## src/rtl/memory_read_multi_pkg.sv

```systemverilog
// Shared definitions for the multi-piece linear read splitter:
// boolean constants, state encoding and parameter-derived sizes.
package memory_read_multi_pkg;

  localparam logic TRUE  = 1'b1;
  localparam logic FALSE = 1'b0;

  typedef enum logic [1:0] {
    IDLE  = 2'd0,
    PIECE = 2'd1,
    ZERO  = 2'd2
  } read_state_t;

  // Worst-case number of line-bounded pieces for an access of max_len bytes.
  function automatic int max_pieces(input int line_bytes, input int max_len);
    return (max_len - 1 + line_bytes - 1) / line_bytes + 1;
  endfunction

endpackage

```

## src/rtl/memory_read_frag.sv

```systemverilog
// Combinational piece calculator: address, length and last-piece flag of
// piece 'index' of a linear read split on LINE_BYTES boundaries.
module memory_read_frag #(
  parameter int LINE_BYTES = 16,
  parameter int LW         = 4,
  parameter int PW         = 2
) (
  input  logic [31:0]   start_address,
  input  logic [LW-1:0] length,
  input  logic [PW-1:0] index,
  output logic [31:0]   address,
  output logic [LW-1:0] piece_length,
  output logic          last
);

  localparam int          OW   = $clog2(LINE_BYTES);
  localparam logic [31:0] LINE = 32'(LINE_BYTES);

  logic [31:0] offset, line_base, head, span, consumed, remaining, limit;

  always_comb begin
    offset    = {{(32-OW){1'b0}}, start_address[OW-1:0]};
    line_base = start_address & ~(LINE - 32'd1);
    head      = LINE - offset;
    if (index == '0) begin
      address  = start_address;
      span     = head;
      consumed = '0;
    end else begin
      // Later pieces start on line boundaries; address arithmetic wraps at 2^32.
      address  = line_base + (32'(index) << OW);
      span     = LINE;
      consumed = head + ((32'(index) - 32'd1) << OW);
    end
    remaining    = (32'(length) > consumed) ? 32'(length) - consumed : '0;
    limit        = (remaining < span) ? remaining : span;
    piece_length = LW'(limit);
    last         = (offset + 32'(length)) <= ((32'(index) + 32'd1) << OW);
  end

endmodule

```

## src/rtl/memory_read_multi.sv

```systemverilog
// Splits a linear read of up to MAX_LEN bytes into ascending line-bounded TLB
// reads, merges the returned bytes little-endian and tracks sticky faults.
module memory_read_multi
  import memory_read_multi_pkg::*;
#(
  parameter  int LINE_BYTES = 16,
  parameter  int MAX_LEN    = 8,
  localparam int LW         = $clog2(MAX_LEN + 1),
  localparam int DW         = 8 * MAX_LEN,
  localparam int PW         = $clog2(max_pieces(LINE_BYTES, MAX_LEN) + 1)
) (
  input  logic          clk,
  input  logic          rst_n,
  input  logic          rd_reset,
  input  logic          read_do,
  input  logic [1:0]    read_cpl,
  input  logic [31:0]   read_address,
  input  logic [LW-1:0] read_length,
  input  logic          read_lock,
  input  logic          read_rmw,
  output logic          read_done,
  output logic [DW-1:0] read_data,
  output logic          read_page_fault,
  output logic          read_ac_fault,
  output logic [PW-1:0] read_fault_piece,
  output logic [31:0]   read_fault_address,
  output logic          tlbread_do,
  output logic [31:0]   tlbread_address,
  output logic [LW-1:0] tlbread_length,
  output logic [LW-1:0] tlbread_length_full,
  output logic [1:0]    tlbread_cpl,
  output logic          tlbread_lock,
  output logic          tlbread_rmw,
  input  logic          tlbread_done,
  input  logic          tlbread_page_fault,
  input  logic          tlbread_ac_fault,
  input  logic          tlbread_retry,
  input  logic [DW-1:0] tlbread_data
);

  read_state_t   state;
  logic [PW-1:0] index, frag_index;
  logic [LW-1:0] acc;
  logic [DW-1:0] acc_data, piece_mask, merged;
  logic          reset_waiting, sticky, accept, piece_last, piece_fault;

  assign sticky      = read_page_fault | read_ac_fault;
  assign accept      = (state == IDLE) && read_do && !read_done && !rd_reset && !sticky;
  assign piece_fault = tlbread_page_fault | tlbread_ac_fault;
  assign frag_index  = (state == PIECE) ? index : '0;

  memory_read_frag #(
    .LINE_BYTES (LINE_BYTES),
    .LW         (LW),
    .PW         (PW)
  ) u_frag (
    .start_address (read_address),
    .length        (read_length),
    .index         (frag_index),
    .address       (tlbread_address),
    .piece_length  (tlbread_length),
    .last          (piece_last)
  );

  assign tlbread_do          = accept || (state == PIECE);
  assign tlbread_length_full = read_length;
  assign tlbread_cpl         = read_cpl;
  assign tlbread_lock        = read_lock;
  assign tlbread_rmw         = read_rmw;

  // Only the valid low bytes of a piece are merged, at the running byte offset.
  always_comb begin
    piece_mask = '0;
    for (int unsigned i = 0; i < MAX_LEN; i++)
      if (i < 32'(tlbread_length)) piece_mask[8*i +: 8] = '1;
    merged = acc_data | ((tlbread_data & piece_mask) << {acc, 3'b000});
  end

  always_ff @(posedge clk or negedge rst_n) begin
    if (!rst_n) begin
      state              <= IDLE;
      index              <= '0;
      acc                <= '0;
      acc_data           <= '0;
      reset_waiting      <= FALSE;
      read_done          <= FALSE;
      read_data          <= '0;
      read_page_fault    <= FALSE;
      read_ac_fault      <= FALSE;
      read_fault_piece   <= '0;
      read_fault_address <= '0;
    end else begin
      if (rd_reset) begin
        read_page_fault <= FALSE;
        read_ac_fault   <= FALSE;
      end else if (state == PIECE && !reset_waiting && piece_fault) begin
        if (tlbread_page_fault) read_page_fault <= TRUE;
        if (tlbread_ac_fault)   read_ac_fault   <= TRUE;
        read_fault_piece   <= index;
        read_fault_address <= tlbread_address;
      end

      case (state)
        IDLE: begin
          read_done     <= FALSE;
          reset_waiting <= FALSE;
          if (accept) begin
            index    <= '0;
            acc      <= '0;
            acc_data <= '0;
            state    <= (read_length == '0) ? ZERO : PIECE;
          end
        end
        PIECE: begin
          if (rd_reset) reset_waiting <= TRUE;
          if (piece_fault) begin
            state <= IDLE;
          end else if (tlbread_done) begin
            acc_data <= merged;
            acc      <= acc + tlbread_length;
            index    <= index + 1'b1;
            if (piece_last) begin
              state <= IDLE;
              if (!rd_reset && !reset_waiting) begin
                read_done <= TRUE;
                read_data <= merged;
              end
            end
          end else if (tlbread_retry && reset_waiting) begin
            state <= IDLE;
          end
        end
        ZERO: begin
          read_done <= TRUE;
          read_data <= '0;
          state     <= IDLE;
        end
        default: state <= IDLE;
      endcase
    end
  end

endmodule

```

## config.mk

```make
export PLATFORM = sky130hd
export DESIGN_NAME = memory_read_multi
export DESIGN_NICKNAME = d
export VERILOG_FILES = /design/src/rtl/memory_read_multi_pkg.sv /design/src/rtl/memory_read_frag.sv /design/src/rtl/memory_read_multi.sv
export SDC_FILE = /design/constraint.sdc
export NUM_CORES = 1
export LEC_CHECK = 0
export CAP_MARGIN = 20
export CORE_AREA = 2 2 149 151
export DETAILED_ROUTE_END_ITERATION = 10
export DIE_AREA = 0 0 151 153
export DONT_BUFFER_PORTS = 1
export GPL_TIMING_DRIVEN = 0
export PLACE_DENSITY = 0.69
export SETUP_SLACK_MARGIN = 0.5
export SYNTH_ARGS = -nofsm -noshare
export SYNTH_HDL_FRONTEND = slang
export SYNTH_SLANG_ARGS = --single-unit
```

## constraint.sdc

```tcl
create_clock -name clk -period 10.4 [get_ports clk]
set_input_delay 2.6 -clock clk [delete_from_list [all_inputs] [get_ports clk]]
set_output_delay 2.6 -clock clk [all_outputs]
set_load 0.02 [all_outputs]
```

After elaboration in Yosys (flattened, before gate mapping)
Cells that the tools add are included.
W data, S select, Z words.
{"block": "totals", "rom_bits": 0, "input_bits": 112, "latch_bits": 0, "elab_cells": 128, "mem_bits_rw": 0, "register_bits": 174, "out_inout_bits": 146, "mem_count": 0}
{"block": "classes", "eq_ne": 10, "div": 0, "mux": 51, "add_sub_neg": 9, "n_bitwise": 5, "shifts": 1, "multipliers": 0, "n_reduce_logical": 30, "order_cmp": 11}
{"operator": "$mux W64", "count": 7}
{"operator": "$pmux W64 S2", "count": 2}
{"operator": "$mux W32", "count": 4}
{"operator": "$and A64 B64 Y64", "count": 1}
{"operator": "$mux W8", "count": 8}
{"operator": "$or A64 B64 Y64", "count": 1}
{"operator": "$shl A64 B7 Y64", "count": 1}
{"operator": "$add A32 B32 Y32", "count": 1}
{"operator": "$add A32 B6 Y32", "count": 1}
{"operator": "$gt A4 B32 Y1", "count": 1}
{"operator": "$le A32 B32 Y1", "count": 1}
{"operator": "$lt A32 B32 Y1", "count": 1}
{"operator": "$sub A4 B32 Y32", "count": 1}
{"operator": "$mux W2", "count": 10}
{"operator": "$lt A3 B4 Y1 const A", "count": 4}
{"operator": "$mux W4", "count": 4}
{"operator": "$mux W1", "count": 11}
{"operator": "$ne A2 B2 Y1 const B", "count": 5}
{"operator": "$reduce_and A5 Y1", "count": 2}
{"operator": "$reduce_bool A2 Y1", "count": 5}
{"operator": "$logic_and A1 B1 Y1", "count": 8}
{"operator": "$lt A1 B4 Y1 const A", "count": 2}
{"operator": "$lt A2 B4 Y1 const A", "count": 2}
{"operator": "$pmux W2 S2", "count": 2}
{"operator": "other kinds (24)", "count": 32}

Depth between registers and ports, before layout
Gate-level depths: netlist of run 1.
{"block": "depth", "word_depth": 19, "mapped_depth": 34, "depth_no_buf": 27}

Modules after synthesis
Synthesis of run 1 repeated with hierarchy kept, for this count alone.
{"block": "hier_totals", "cells_unflattened": 1249, "area_unflattened_um2": 11136.9}
{"module": "memory_read_multi", "area_per_inst_um2": 9387.8, "cells_each": 1020, "seq_area_each_um2": 4354.2, "n_inst": 1}
{"module": "memory_read_frag", "area_per_inst_um2": 1749.2, "cells_each": 229, "seq_area_each_um2": 0.0, "n_inst": 1}

Least setup slack after synthesis of run 1
Ideal clock, no wire load.
{"block": "synth_timing", "path_type": "in2out", "startpoint": "in read_address[1]", "endpoint": "out tlbread_length[1]", "arrival_time_ps": 7124, "slack_ps": 676, "path_buffers": 5, "required_ps": 7800, "cell_stages": 20, "cell_sequence": "inv_1 > ha_1 > nor3b_1 > ha_1 > fa_1 > nor2b_1 > a41oi_1 > or2_0 > clkbuf_1 > clkbuf_1 > nor2_1 > ha_1 > a21oi_1 > o41ai_1 > nand3_1 > o2111ai_2 > buf_6 > buf_4 > buf_2 > o31ai_1"}
{"block": "synth_via", "elab_chain_len": 7, "word_cells_on_any_way": 9, "classes_between": "add/sub: 3; order compare: 2; mux: 4"}
{"element": "start, declared", "line_no": "memory_read_multi.sv:17", "source": "input logic [31:0] read_address,"}
{"element": "$sub A5 B4 Y6 *", "line_no": "memory_read_frag.sv:24", "source": "head = LINE - offset;"}
{"element": "$add A32 B32 Y32", "line_no": "memory_read_frag.sv:33", "source": "consumed = head + ((32'(index) - 32'd1) << OW);"}
{"element": "$mux W32", "line_no": "memory_read_frag.sv:25", "source": "if (index == '0) begin"}
{"element": "$sub A4 B32 Y32 or $gt A4 B32 Y1 (tied branches)", "line_no": "memory_read_frag.sv:35", "source": "remaining = (32'(length) > consumed) ? 32'(length) - consumed : '0;"}
{"element": "$mux W32", "line_no": "memory_read_frag.sv:35"}
{"element": "$lt A32 B32 Y1", "line_no": "memory_read_frag.sv:36", "source": "limit = (remaining < span) ? remaining : span;"}
{"element": "$mux W4 *", "line_no": "memory_read_frag.sv:36"}
{"element": "end, declared", "line_no": "memory_read_multi.sv:29", "source": "output logic [LW-1:0] tlbread_length,"}
Every way passes the cells marked *; elsewhere a longest branch is shown, timed or not.

Worst setup path in the final report of run 1
{"block": "layout_timing", "startpoint": "in read_address[1]", "endpoint": "out tlbread_length[0]"}
The elaborated chain is that of the path after synthesis.

==> results.py, run 1 <==
metrics = {
    "sta": {
        "fin_skew_ns": 0.00859,
        "final_critical_path_setup_slack_ns": 0.721,
        "finalHoldViolations": 0,
        "rsz_0062_raised_after_global_routing": "no",
        "final.min_clock_period_ns": 9.68,
        "max-slew-margin-rel_pct": 27.6,
        "timing.final.setup_violations": 0,
        "timing_max_transition_violations_final": 0,
        "max_clock_freq_ghz": 0.103,
        "worst-slew-pin-transition_ns": 1.08,
        "post-route-period-util_pct": 93.1,
    },
    "clocking": {
        "clock_slew_at_reported_path_ffs_ns": 0.07,
        "cts_root_buf": "sky130_fd_sc_hd__clkbuf_16",
        "cts_sinks": 174,
        "htree_levels": 4,
        "clockBufferDepth": 2,
        "cts_inserted_buffers": 17,
        "clk-insertion-delay-late_ns": 0.44,
        "number_of_hold_buffers_added_after_cts": 0,
        "tritoncts_clock_tree": "built",
    },
    "routing": {
        "route.vias.total": 9481,
        "drt_first_pass_iters": 6,
        "wire_per_inst_um": 23.6,
        "viasPerCell": 6.30,
        "drcViolationCount": 0,
        "final_antenna_net_count": 0,
        "detail_route.iter0.violations": 837,
        "finalWirelength_um": 35500,
    },
    "worst_setup_path": {
        "arrival_ns": 7.08,
        "critical_path_required_ns": 7.80,
        "critPathCaptureType": "output port",
        "crit_path_start": "read_address[1]",
        "crit_path_start_kind": "primary input",
        "critPathKind": "primary input to output port",
        "endpoint": "tlbread_length[0]",
        "beginning_of_the_worst_register_to_register_path": "state[1]",
        "crit_fanout": 10,
        "r2r_cells": 34,
        "setup.reg_to_reg.worst_slack_ns": 3.09,
        "critical_register_to_register_path_endpoint": "acc[3]",
    },
    "floorplan": {
        "core_um2": 21500,
        "floorplan.die.height_um": 153,
        "dieWidth_um": 151,
        "std_cell_rows": 54,
        "starting_density_of_the_core_pct": 50.2,
        "design.die.area_um2": 23100,
        "num_io_pins": 258,
    },
    "power": {
        "power_uw": 4680,
        "clock_group_share_of_total_power_pct": 13.3,
        "combinationalPowerShare_pct": 56.8,
        "power.internal_uw": 2240,
        "total_switching_power_uw": 2440,
        "net_switching_fraction_of_the_power_pct": 52.1,
        "power.density_nw_per_um2": 397,
        "peakVddDrop_mv": 0.165,
        "seqPwrFrac_pct": 29.9,
        "leakage_uw": 0.00518,
    },
    "final_layout": {
        "layout.cells.most_common": "sky130_fd_sc_hd__dfrtp_1",
        "syn_to_final_growth_pct": 9.23,
        "layout_common_cells": "174 x sky130_fd_sc_hd__dfrtp_1, 133 x sky130_fd_sc_hd__nand2_1, 92 x sky130_fd_sc_hd__a21oi_1",
        "nNetsFinal": 1356,
        "drive_above_1_share_pct": 10.6,
        "post-route-cell-area_um2": 11800,
    },
    "grt": {
        "via_count_of_the_first_global_routing_pass": 9276,
        "initial_antenna_violation_count": 2,
        "globalRouteOverflowTotal": 0,
        "grt_first_pass_wirelength_um": 53700,
        "grt_start_max_net_pins": 175,
        "total_routing_resource_utilization_after_global_routing_pct": 30.3,
    },
    "place": {
        "finalWeightedCongestion": 1.04,
        "port_buffers": 0,
        "post_dp_cell_area_um2": 11100,
        "dpl_wire_length_um": 27400,
        "pre_cts_ws_ns": -0.224,
    },
    "yosys": {
        "synth_compound_gate_area_share_pct": 23.3,
        "synth_fp_nets": 1332,
        "postSynthRegisterBits": 174,
        "post_synth_fa_ha_maj_area_fraction_pct": 4.52,
        "largest_family_of_logic_cells_by_synthesized_area": "compound AO/OA/AOI/OAI gates",
        "synth-simple-area-share_pct": 16.6,
        "synth_xor_area_share_pct": 2.92,
        "muxShareOfSynthArea_pct": 7.10,
        "synth_area_per_cell_um2": 9.11,
        "netlist_instances": 1184,
        "synth_warn": 0,
        "synth_edf_count": 0,
        "synth_async_sr_flop_share_pct": 100,
        "synth-main-ff-cell": "sky130_fd_sc_hd__dfrtp_1",
        "netlist-cell-type-count": 67,
        "netlist_area_pre_place_um2": 10800,
        "synth-seq-area-share_pct": 40.4,
    },
    "min_path": {
        "worst_hold_path_class": "flop to flop",
    },
    "run": {
        "drv_cap": 0,
    },
    "outcome": {
        "outcome": "finished, final reports clean",
    },
}
-- flip-flops by register name, indices dropped and copies added (netlist names) --
signal and count:
acc_data 64, read_data 64, read_fault_address 32, acc 4
index 2, read_fault_piece 2, state 2, read_ac_fault 1
read_done 1, read_page_fault 1, reset_waiting 1
-- critical path: stages --
cell,delay [ns]
sky130_fd_sc_hd__inv_1,0.07
sky130_fd_sc_hd__ha_2,0.22
sky130_fd_sc_hd__xnor2_1,0.39
sky130_fd_sc_hd__nand2_1,0.11
sky130_fd_sc_hd__ha_1,0.40
sky130_fd_sc_hd__nand3_1,0.12
sky130_fd_sc_hd__a2111o_1,0.41
sky130_fd_sc_hd__nor2_1,0.31
sky130_fd_sc_hd__nand3_1,0.22
sky130_fd_sc_hd__inv_1,0.10
sky130_fd_sc_hd__ha_1,0.24
sky130_fd_sc_hd__a21boi_0,0.13
sky130_fd_sc_hd__o21a_1,0.20
sky130_fd_sc_hd__o221ai_1,0.11
sky130_fd_sc_hd__o2111ai_4,0.17
sky130_fd_sc_hd__buf_6,0.20
sky130_fd_sc_hd__buf_6,0.16
sky130_fd_sc_hd__buf_4,0.18
sky130_fd_sc_hd__o31ai_1,0.71
-- metrics by stage --
stage          setup TNS, ns  utilization, %  hold WS, ns  instances
6_report                   0            54.9        0.490       1504
2_1_floorplan              0               -        0.449       1184
3_3_place_gp          -0.494            51.8        0.467       1464
3_5_place_dp          -0.594            51.9        0.474       1466
5_1_grt                    0            54.8        0.509       1501
4_1_cts                    0            54.7        0.490       1499
-- final cells by class --
class                      count  area, µm²
fill                        1996       9700
multi-input combinational    878       5910
sequential                   174       4350
clock buffer                  18        429
buffer                        80        372
tap                          280        350
inverter                      52        195
clock inverter                14        133
timing repair buffer           5       33.8
antenna                        3       7.51
-- how the worst min path moves through the flow --
stage | startpoint | endpoint | depth (start not counted)
global route | acc_data[39] | acc_data[39] | 1
finish | acc_data[51] | acc_data[51] | 2
global placement | acc_data[51] | acc_data[51] | 2
CTS | acc_data[51] | acc_data[51] | 2
floorplan | acc_data[51] | acc_data[51] | 2
detailed placement | acc_data[51] | acc_data[51] | 2
-- logic make-up (layout without fill, tap and decap cells) --
group	after synthesis	in the layout
buffers and inverters	132	169
flip-flops	174	174
multiplexers	66	66
XOR/XNOR	36	36
other	1	4
AO/OA/AOI/OAI	357	357
adder cells (fa/ha/maj)	36	36
AND/OR/NAND/NOR	382	382
-- synthesized netlist by cell type (5+ instances only) --
master	count	area share [%]
sky130_fd_sc_hd__and3_1	12	0.70
sky130_fd_sc_hd__xor2_1	14	1.1
sky130_fd_sc_hd__o21ai_1	10	0.46
sky130_fd_sc_hd__o221ai_2	8	1.1
sky130_fd_sc_hd__nand3b_1	6	0.42
sky130_fd_sc_hd__nand4_1	12	0.70
sky130_fd_sc_hd__o221ai_1	12	0.97
sky130_fd_sc_hd__nor2_1	87	3.0
sky130_fd_sc_hd__a21oi_1	92	4.3
sky130_fd_sc_hd__a22o_1	44	3.6
sky130_fd_sc_hd__nor3b_1	7	0.49
sky130_fd_sc_hd__nor2b_1	17	0.99
sky130_fd_sc_hd__buf_4	9	0.63
sky130_fd_sc_hd__a32o_1	10	0.93
sky130_fd_sc_hd__nor3_1	19	0.88
sky130_fd_sc_hd__mux2_2	47	4.9
sky130_fd_sc_hd__clkbuf_1	58	2.0
sky130_fd_sc_hd__a22oi_1	6	0.42
sky130_fd_sc_hd__nand2_1	133	4.6
sky130_fd_sc_hd__ha_1	31	3.6
sky130_fd_sc_hd__inv_1	50	1.7
sky130_fd_sc_hd__o31ai_1	17	1.2
sky130_fd_sc_hd__xnor2_1	22	1.8
sky130_fd_sc_hd__a221o_1	17	1.6
sky130_fd_sc_hd__buf_1	6	0.21
sky130_fd_sc_hd__a221oi_1	8	0.65
sky130_fd_sc_hd__fa_1	5	0.93
sky130_fd_sc_hd__o21ai_0	62	2.9
sky130_fd_sc_hd__dfrtp_1	174	40
sky130_fd_sc_hd__mux2i_1	14	1.3
sky130_fd_sc_hd__nand3_1	55	2.6
sky130_fd_sc_hd__and2_1	10	0.58
sky130_fd_sc_hd__a21o_1	20	1.4
sky130_fd_sc_hd__a31oi_1	17	0.99
sky130_fd_sc_hd__a211oi_1	15	1.0
-- what timing repair did --
action | CTS | global route
setup buffers | 1 | 1
pin swaps | 1 | 1
hold endpoints to repair | 0 | 0
resized for setup | 6 | 5
endpoints found under the setup margin | 4 | 4
-- metal layers --
layer,vias to the layer above,part of all wire (%),GRT usage (%)
li1,4358,-,-
met3,68,12,10.9
met1,4627,41,40.1
met2,428,44,46.6
met5,-,0,0
met4,0,2.7,9.70
-- power by group through the flow --
stage | clock, µW | combinational (µW) | sequential [µW]
2_1_floorplan | 0 | 1880 | 1340
3_3_place_gp | 0 | 2510 | 1400
3_5_place_dp | 0 | 2560 | 1410
4_1_cts | 628 | 2600 | 1400
5_1_grt | 660 | 2870 | 1440
6_report | 622 | 2660 | 1400
Power figures use the tool's default switching activity.
==> run 2: changes to the inputs <==
Settings changed: MAX_ROUTING_LAYER set to met4, PLACE_DENSITY 0.69 to 0.72.
Clock period 10.4 ns to 8.5 ns, I/O delays scaled along.
==> run 2 against run 1 <==
Non-clock buffer count rose by 11. Register-to-register slack got worse by 1.2 ns. Die area did not move. Largest cell class unchanged. Combinational power rose by 31%.
==> results.py, run 2 (same netlist as run 1, synthesis figures left out) <==
metrics = {
    "power": {
        "clock_group_share_of_total_power_pct": 13.5,
        "power.density_nw_per_um2": 492,
        "peakVddDrop_mv": 0.186,
        "power_uw": 6000,
        "power.internal_uw": 2910,
        "leakage_uw": 0.00531,
        "total_switching_power_uw": 3090,
        "net_switching_fraction_of_the_power_pct": 51.5,
        "combinationalPowerShare_pct": 58.0,
        "seqPwrFrac_pct": 28.5,
    },
    "min_path": {
        "hold-path-cell-count": 2,
        "worst_hold_path_class": "flop to flop",
    },
    "sta": {
        "max_clock_freq_ghz": 0.127,
        "max-slew-margin-rel_pct": 28.3,
        "hold_slack_ns": 0.486,
        "final.setup.tns_ns": 0,
        "worst-slew-pin-transition_ns": 1.07,
        "timing.final.setup_violations": 0,
        "rsz_0062_raised_after_global_routing": "yes",
        "post-route-period-util_pct": 93.0,
        "fin_skew_ns": 0.0118,
        "finalHoldViolations": 0,
        "timing_max_transition_violations_final": 0,
        "final.min_clock_period_ns": 7.90,
    },
    "worst_setup_path": {
        "cp_cell_sequence": "clkinvlp_4, ha_4, nor3b_4, ha_2, fa_1, nor2b_4, a41oi_4, or2_0, clkbuf_4, clkbuf_16, nor2_4, ha_4, a21oi_2, o41ai_2, nand3_1, o2111ai_4, buf_12, buf_12, buf_8, o31ai_4",
        "crit_fanout": 10,
        "crit_path_start_kind": "primary input",
        "arrival_ns": 5.78,
        "slowest_delay_ns": 0.50,
        "critical_path_required_ns": 6.38,
        "critPathCaptureType": "output port",
        "worst_path_max_delay_cell": "sky130_fd_sc_hd__fa_1",
        "r2r_cells": 29,
        "critPathKind": "primary input to output port",
    },
    "final_layout": {
        "syn_to_final_growth_pct": 12.9,
        "finalCoreUtilization_pct": 56.7,
        "layout.cells.most_common": "sky130_fd_sc_hd__dfrtp_1",
        "layout_top_registers": "acc_data (64), read_data (64), read_fault_address (32)",
        "nNetsFinal": 1368,
        "num-fill-cells": 1920,
        "post-route-cell-area_um2": 12200,
        "layout_common_cells": "174 x sky130_fd_sc_hd__dfrtp_1, 131 x sky130_fd_sc_hd__nand2_1, 91 x sky130_fd_sc_hd__a21oi_1",
        "drive_above_1_share_pct": 14.0,
    },
    "place": {
        "dpl_wire_length_um": 27600,
        "finalWeightedCongestion": 1.04,
        "post_dp_cell_area_um2": 11200,
        "port_buffers": 0,
    },
    "clocking": {
        "cts_inserted_buffers": 17,
        "cts_sinks": 174,
        "clk-insertion-delay-late_ns": 0.44,
        "clock_slew_at_reported_path_ffs_ns": 0.07,
        "number_of_hold_buffers_added_after_cts": 0,
        "htree_levels": 4,
        "clockBufferDepth": 2,
        "cts_root_buf": "sky130_fd_sc_hd__clkbuf_16",
        "tritoncts_clock_tree": "built",
    },
    "routing": {
        "detail_route.iter0.violations": 857,
        "wire_per_inst_um": 23.8,
        "finalWirelength_um": 36100,
        "viasPerCell": 6.38,
        "route.vias.total": 9652,
        "drt_first_pass_iters": 5,
        "drcViolationCount": 0,
        "final_antenna_net_count": 0,
    },
    "outcome": {
        "outcome": "finished, final reports clean",
    },
    "floorplan": {
        "floorplan.die.height_um": 153,
        "dieWidth_um": 151,
        "num_io_pins": 258,
        "core_um2": 21500,
        "starting_density_of_the_core_pct": 50.2,
        "design.die.area_um2": 23100,
        "std_cell_rows": 54,
    },
    "grt": {
        "globalRouteOverflowTotal": 0,
        "grt_first_pass_wirelength_um": 55600,
        "total_routing_resource_utilization_after_global_routing_pct": 32.4,
        "via_count_of_the_first_global_routing_pass": 9511,
        "initial_antenna_violation_count": 0,
        "grt_start_max_net_pins": 175,
    },
    "run": {
        "drv_cap": 0,
    },
}
==> run 2: changes by cell type in the layout (fill, tap and decap cells not counted), sizes merged, moves of 2 or more <==
cell	delta
clkinvlp	+2
clkbuf	+2
diode	-2
inv	-2
buf	+9
==> run 2: timing repair <==
item / 4_1_cts / 5_1_grt
cloned: 1 / 0
pin swaps: 9 / 13
setup endpoints to repair: 4 / 4
setup buffers: 11 / 3
gates resized for setup: 25 / 13
endpoints found under the hold margin: 0 / 0
==> run 2: critical path, delay by kind of cell <==
kind	cells	cell delay (ns)
simple gates	5	0.78
buf+inv	6	0.83
compound gates	5	0.91
fa+ha+maj	4	1.11
==> run 2: per-layer routing <==
layer,vias to the layer above,global-route usage [%],part of all wire [%]
li1,4395,-,-
met4,0,10.2,2.9
met5,-,-,0
met1,4699,43.4,42
met2,483,47.7,45
met3,75,9.13,11
==> run 2: power by group through the flow <==
stage	clock network, µW	logic [µW]	registers (µW)
finish	809	3480	1710
global route	852	3760	1760
CTS	815	3360	1710
detailed placement	0	3200	1730
global placement	0	3130	1710
floorplan	0	2360	1640
==> run 2: layout make-up <==
| cell class | instances | area [µm²] | share of cell area [%] |
|---|---|---|---|
| Multi-Input combinational cell | 879 | 6130 | 50.3 |
| Buffer | 80 | 424 | 3.48 |
| Inverter | 52 | 199 | 1.63 |
| Clock buffer | 18 | 429 | 3.52 |
| Clock inverter | 14 | 178 | 1.46 |
| Sequential cell | 174 | 4350 | 35.7 |
| Timing Repair Buffer | 16 | 120 | 0.986 |
| Tap cell | 280 | 350 | 2.88 |
| Antenna cell | 1 | 2.50 | 0.0205 |
==> run 2: path summary, 6_finish.rpt <==
kind	startpoint	endpoint	slack, ns
worst max-delay path	read_address[1]	tlbread_length[1]	0.60
worst min-delay path	acc_data[51]	acc_data[51]	0.49
worst max register to register	state[1]	read_data[48]	1.92
worst min register to register	acc_data[51]	acc_data[51]	0.49
max in group asynchronous	rst_n	read_fault_address[4]	6.64
min in group asynchronous	rst_n	read_page_fault	1.39
==> run 2: stage by stage <==
stage          setup slack, ns  std cells
2_1_floorplan            0.515       1184
3_3_place_gp           -0.0588       1464
3_5_place_dp           -0.0318       1464
4_1_cts                  0.466       1508
5_1_grt                  0.438       1513
6_report                 0.595       1514
==> run 3: changes to the inputs <==
==> constraint.sdc (replaced) <==
create_clock -name clk -period 8.5 [get_ports clk]
set_input_delay 0.85 -clock clk [delete_from_list [all_inputs] [get_ports clk]]
set_output_delay 0.85 -clock clk [all_outputs]
set_load 0.02 [all_outputs]
==> run 3 against run 2 <==
Worst hold slack got worse by 0.39 ns. Cell count is 0.79% lower. Clock power about the same. Via count is 0.91% lower. Utilization decreased by 1.9 points. Combinational power fell by 6.6%. Maximum frequency increased by 7.5%. Non-clock buffer count decreased by 13. Critical endpoint unchanged. Largest power group unchanged.
==> results.py, run 3 (same netlist as run 1, synthesis figures left out) <==
metrics = {
    "outcome": {
        "outcome": "finished, final reports clean",
    },
    "routing": {
        "final_antenna_net_count": 0,
        "drcViolationCount": 0,
        "viasPerCell": 6.37,
        "drt_first_pass_iters": 5,
        "finalWirelength_um": 35600,
        "route.vias.total": 9564,
        "detail_route.iter0.violations": 855,
        "wire_per_inst_um": 23.7,
    },
    "worst_setup_path": {
        "critical_register_to_register_path_endpoint": "acc[3]",
        "arrival_ns": 6.50,
        "critPathCaptureType": "output port",
        "crit_path_start_kind": "flop",
        "setup.reg_to_reg.worst_slack_ns": 1.34,
        "r2r_cells": 34,
        "crit_fanout": 10,
        "beginning_of_the_worst_register_to_register_path": "state[1]",
        "crit_path_start": "state[1]",
        "critPathKind": "flop to output port",
        "critical_path_required_ns": 7.65,
    },
    "final_layout": {
        "syn_to_final_growth_pct": 9.22,
        "post-route-cell-area_um2": 11800,
        "layout.cells.most_common": "sky130_fd_sc_hd__dfrtp_1",
        "num-fill-cells": 1958,
        "layout_common_cells": "174 x sky130_fd_sc_hd__dfrtp_1, 133 x sky130_fd_sc_hd__nand2_1, 92 x sky130_fd_sc_hd__a21oi_1",
        "multi_input_comb_area_um2": 5890,
        "drive_above_1_share_pct": 10.5,
        "layout_top_registers": "acc_data (64), read_data (64), read_fault_address (32)",
        "nNetsFinal": 1354,
        "seq_area_um2": 4350,
        "finalCoreUtilization_pct": 54.8,
        "layoutNonFillerInstCount": 1502,
    },
    "sta": {
        "rsz_0062_raised_after_global_routing": "no",
        "hold_slack_ns": 0.0960,
        "finalHoldViolations": 0,
        "post-route-period-util_pct": 86.5,
        "final.min_clock_period_ns": 7.35,
        "worst-slew-pin-transition_ns": 1.04,
        "timing.final.setup_violations": 0,
        "timing_max_transition_violations_final": 0,
        "max-slew-margin-rel_pct": 30.2,
        "fin_skew_ns": 0.0158,
        "max_clock_freq_ghz": 0.136,
        "final.setup.tns_ns": 0,
    },
    "power": {
        "leakage_uw": 0.00518,
        "power.density_nw_per_um2": 489,
        "peakVddDrop_mv": 0.216,
    },
    "floorplan": {
        "core_um2": 21500,
        "dieWidth_um": 151,
        "std_cell_rows": 54,
        "floorplan.die.height_um": 153,
        "design.die.area_um2": 23100,
        "starting_density_of_the_core_pct": 50.2,
        "num_io_pins": 258,
    },
    "grt": {
        "via_count_of_the_first_global_routing_pass": 9450,
        "globalRouteOverflowTotal": 0,
        "grt_first_pass_wirelength_um": 55100,
        "grt_start_max_net_pins": 175,
        "initial_antenna_violation_count": 1,
        "total_routing_resource_utilization_after_global_routing_pct": 32.1,
    },
    "clocking": {
        "cts_inserted_buffers": 17,
        "cts.repair_timing.setup_buffer_count": 0,
        "cts_sinks": 174,
        "htree_levels": 4,
        "clock_slew_at_reported_path_ffs_ns": 0.08,
        "clk-insertion-delay-late_ns": 0.44,
        "tritoncts_clock_tree": "built",
        "number_of_hold_buffers_added_after_cts": 0,
        "cts_root_buf": "sky130_fd_sc_hd__clkbuf_16",
        "clockBufferDepth": 2,
    },
    "place": {
        "port_buffers": 0,
        "numPlacedInstances": 1466,
        "post_dp_cell_area_um2": 11200,
        "finalWeightedCongestion": 1.01,
        "dpl_wire_length_um": 27500,
    },
    "min_path": {
        "worst_hold_path_class": "primary input to asynchronous set/reset pin",
    },
    "run": {
        "drv_cap": 0,
    },
}
run 3: worst max-delay path, cell delays in order, from the launching register on:
cell and delay, ns:
sky130_fd_sc_hd__dfrtp_1 0.40, sky130_fd_sc_hd__inv_1 0.10, sky130_fd_sc_hd__ha_1 0.19, sky130_fd_sc_hd__clkbuf_2 0.22, sky130_fd_sc_hd__buf_2 0.27, sky130_fd_sc_hd__nand2_1 0.18
sky130_fd_sc_hd__ha_1 0.28, sky130_fd_sc_hd__clkbuf_2 0.22, sky130_fd_sc_hd__inv_1 0.17, sky130_fd_sc_hd__nand2_1 0.07, sky130_fd_sc_hd__ha_1 0.38, sky130_fd_sc_hd__and4_1 0.25
sky130_fd_sc_hd__a2111o_1 0.33, sky130_fd_sc_hd__or2_0 0.21, sky130_fd_sc_hd__clkbuf_1 0.14, sky130_fd_sc_hd__clkbuf_4 0.21, sky130_fd_sc_hd__nor2_1 0.12, sky130_fd_sc_hd__ha_1 0.17
sky130_fd_sc_hd__inv_1 0.04, sky130_fd_sc_hd__o41ai_1 0.33, sky130_fd_sc_hd__nand3_1 0.17, sky130_fd_sc_hd__o2111ai_4 0.37, sky130_fd_sc_hd__buf_6 0.24, sky130_fd_sc_hd__buf_4 0.23
sky130_fd_sc_hd__buf_2 0.28, sky130_fd_sc_hd__nand3_1 0.12, sky130_fd_sc_hd__o31ai_1 0.13, sky130_fd_sc_hd__buf_4 0.22
run 3: worst max path at each step:
stage	end	slack, ns
floorplan	acc[3]	1.83
global placement	acc[3]	0.46
detailed placement	acc[3]	0.72
CTS	tlbread_length[1]	0.65
global route	tlbread_length[1]	0.54
finish	tlbread_length[1]	1.15
run 3: area by class of cell:
cell class / count / area share (%)
multi-input combinational: 878 / 50.0
sequential: 174 / 37.0
clock buffer: 18 / 3.64
buffer: 80 / 3.13
tap: 280 / 2.97
inverter: 52 / 1.66
clock inverter: 14 / 1.44
timing repair buffer: 3 / 0.159
antenna: 3 / 0.0637
run 3: stage by stage:
stage / power [µW] / setup slack (ns)
2_1_floorplan: 3940 / 1.83
3_3_place_gp: 4800 / 0.455
3_5_place_dp: 4880 / 0.717
4_1_cts: 5690 / 0.654
5_1_grt: 6130 / 0.538
6_report: 5760 / 1.15
run 3: where the power goes:
group,switching (µW),internal (µW)
Combinational,2100,1150
Sequential,518,1190
Clock,384,421
run 3: what timing repair did:
action / in CTS / in global routing
endpoints found under the setup margin: 2 / 8
endpoints found under the hold margin: 0 / 0
gates resized for setup: 1 / 9
run 3: layer usage:
layer | track usage [%] | wire length (µm) | vias to the layer above
met4 | 8.32 | 658 | 0
met5 | - | 0 | -
li1 | - | - | 4350
met2 | 48.0 | 16100 | 412
met1 | 42.1 | 15100 | 4755
met3 | 10.6 | 3780 | 47
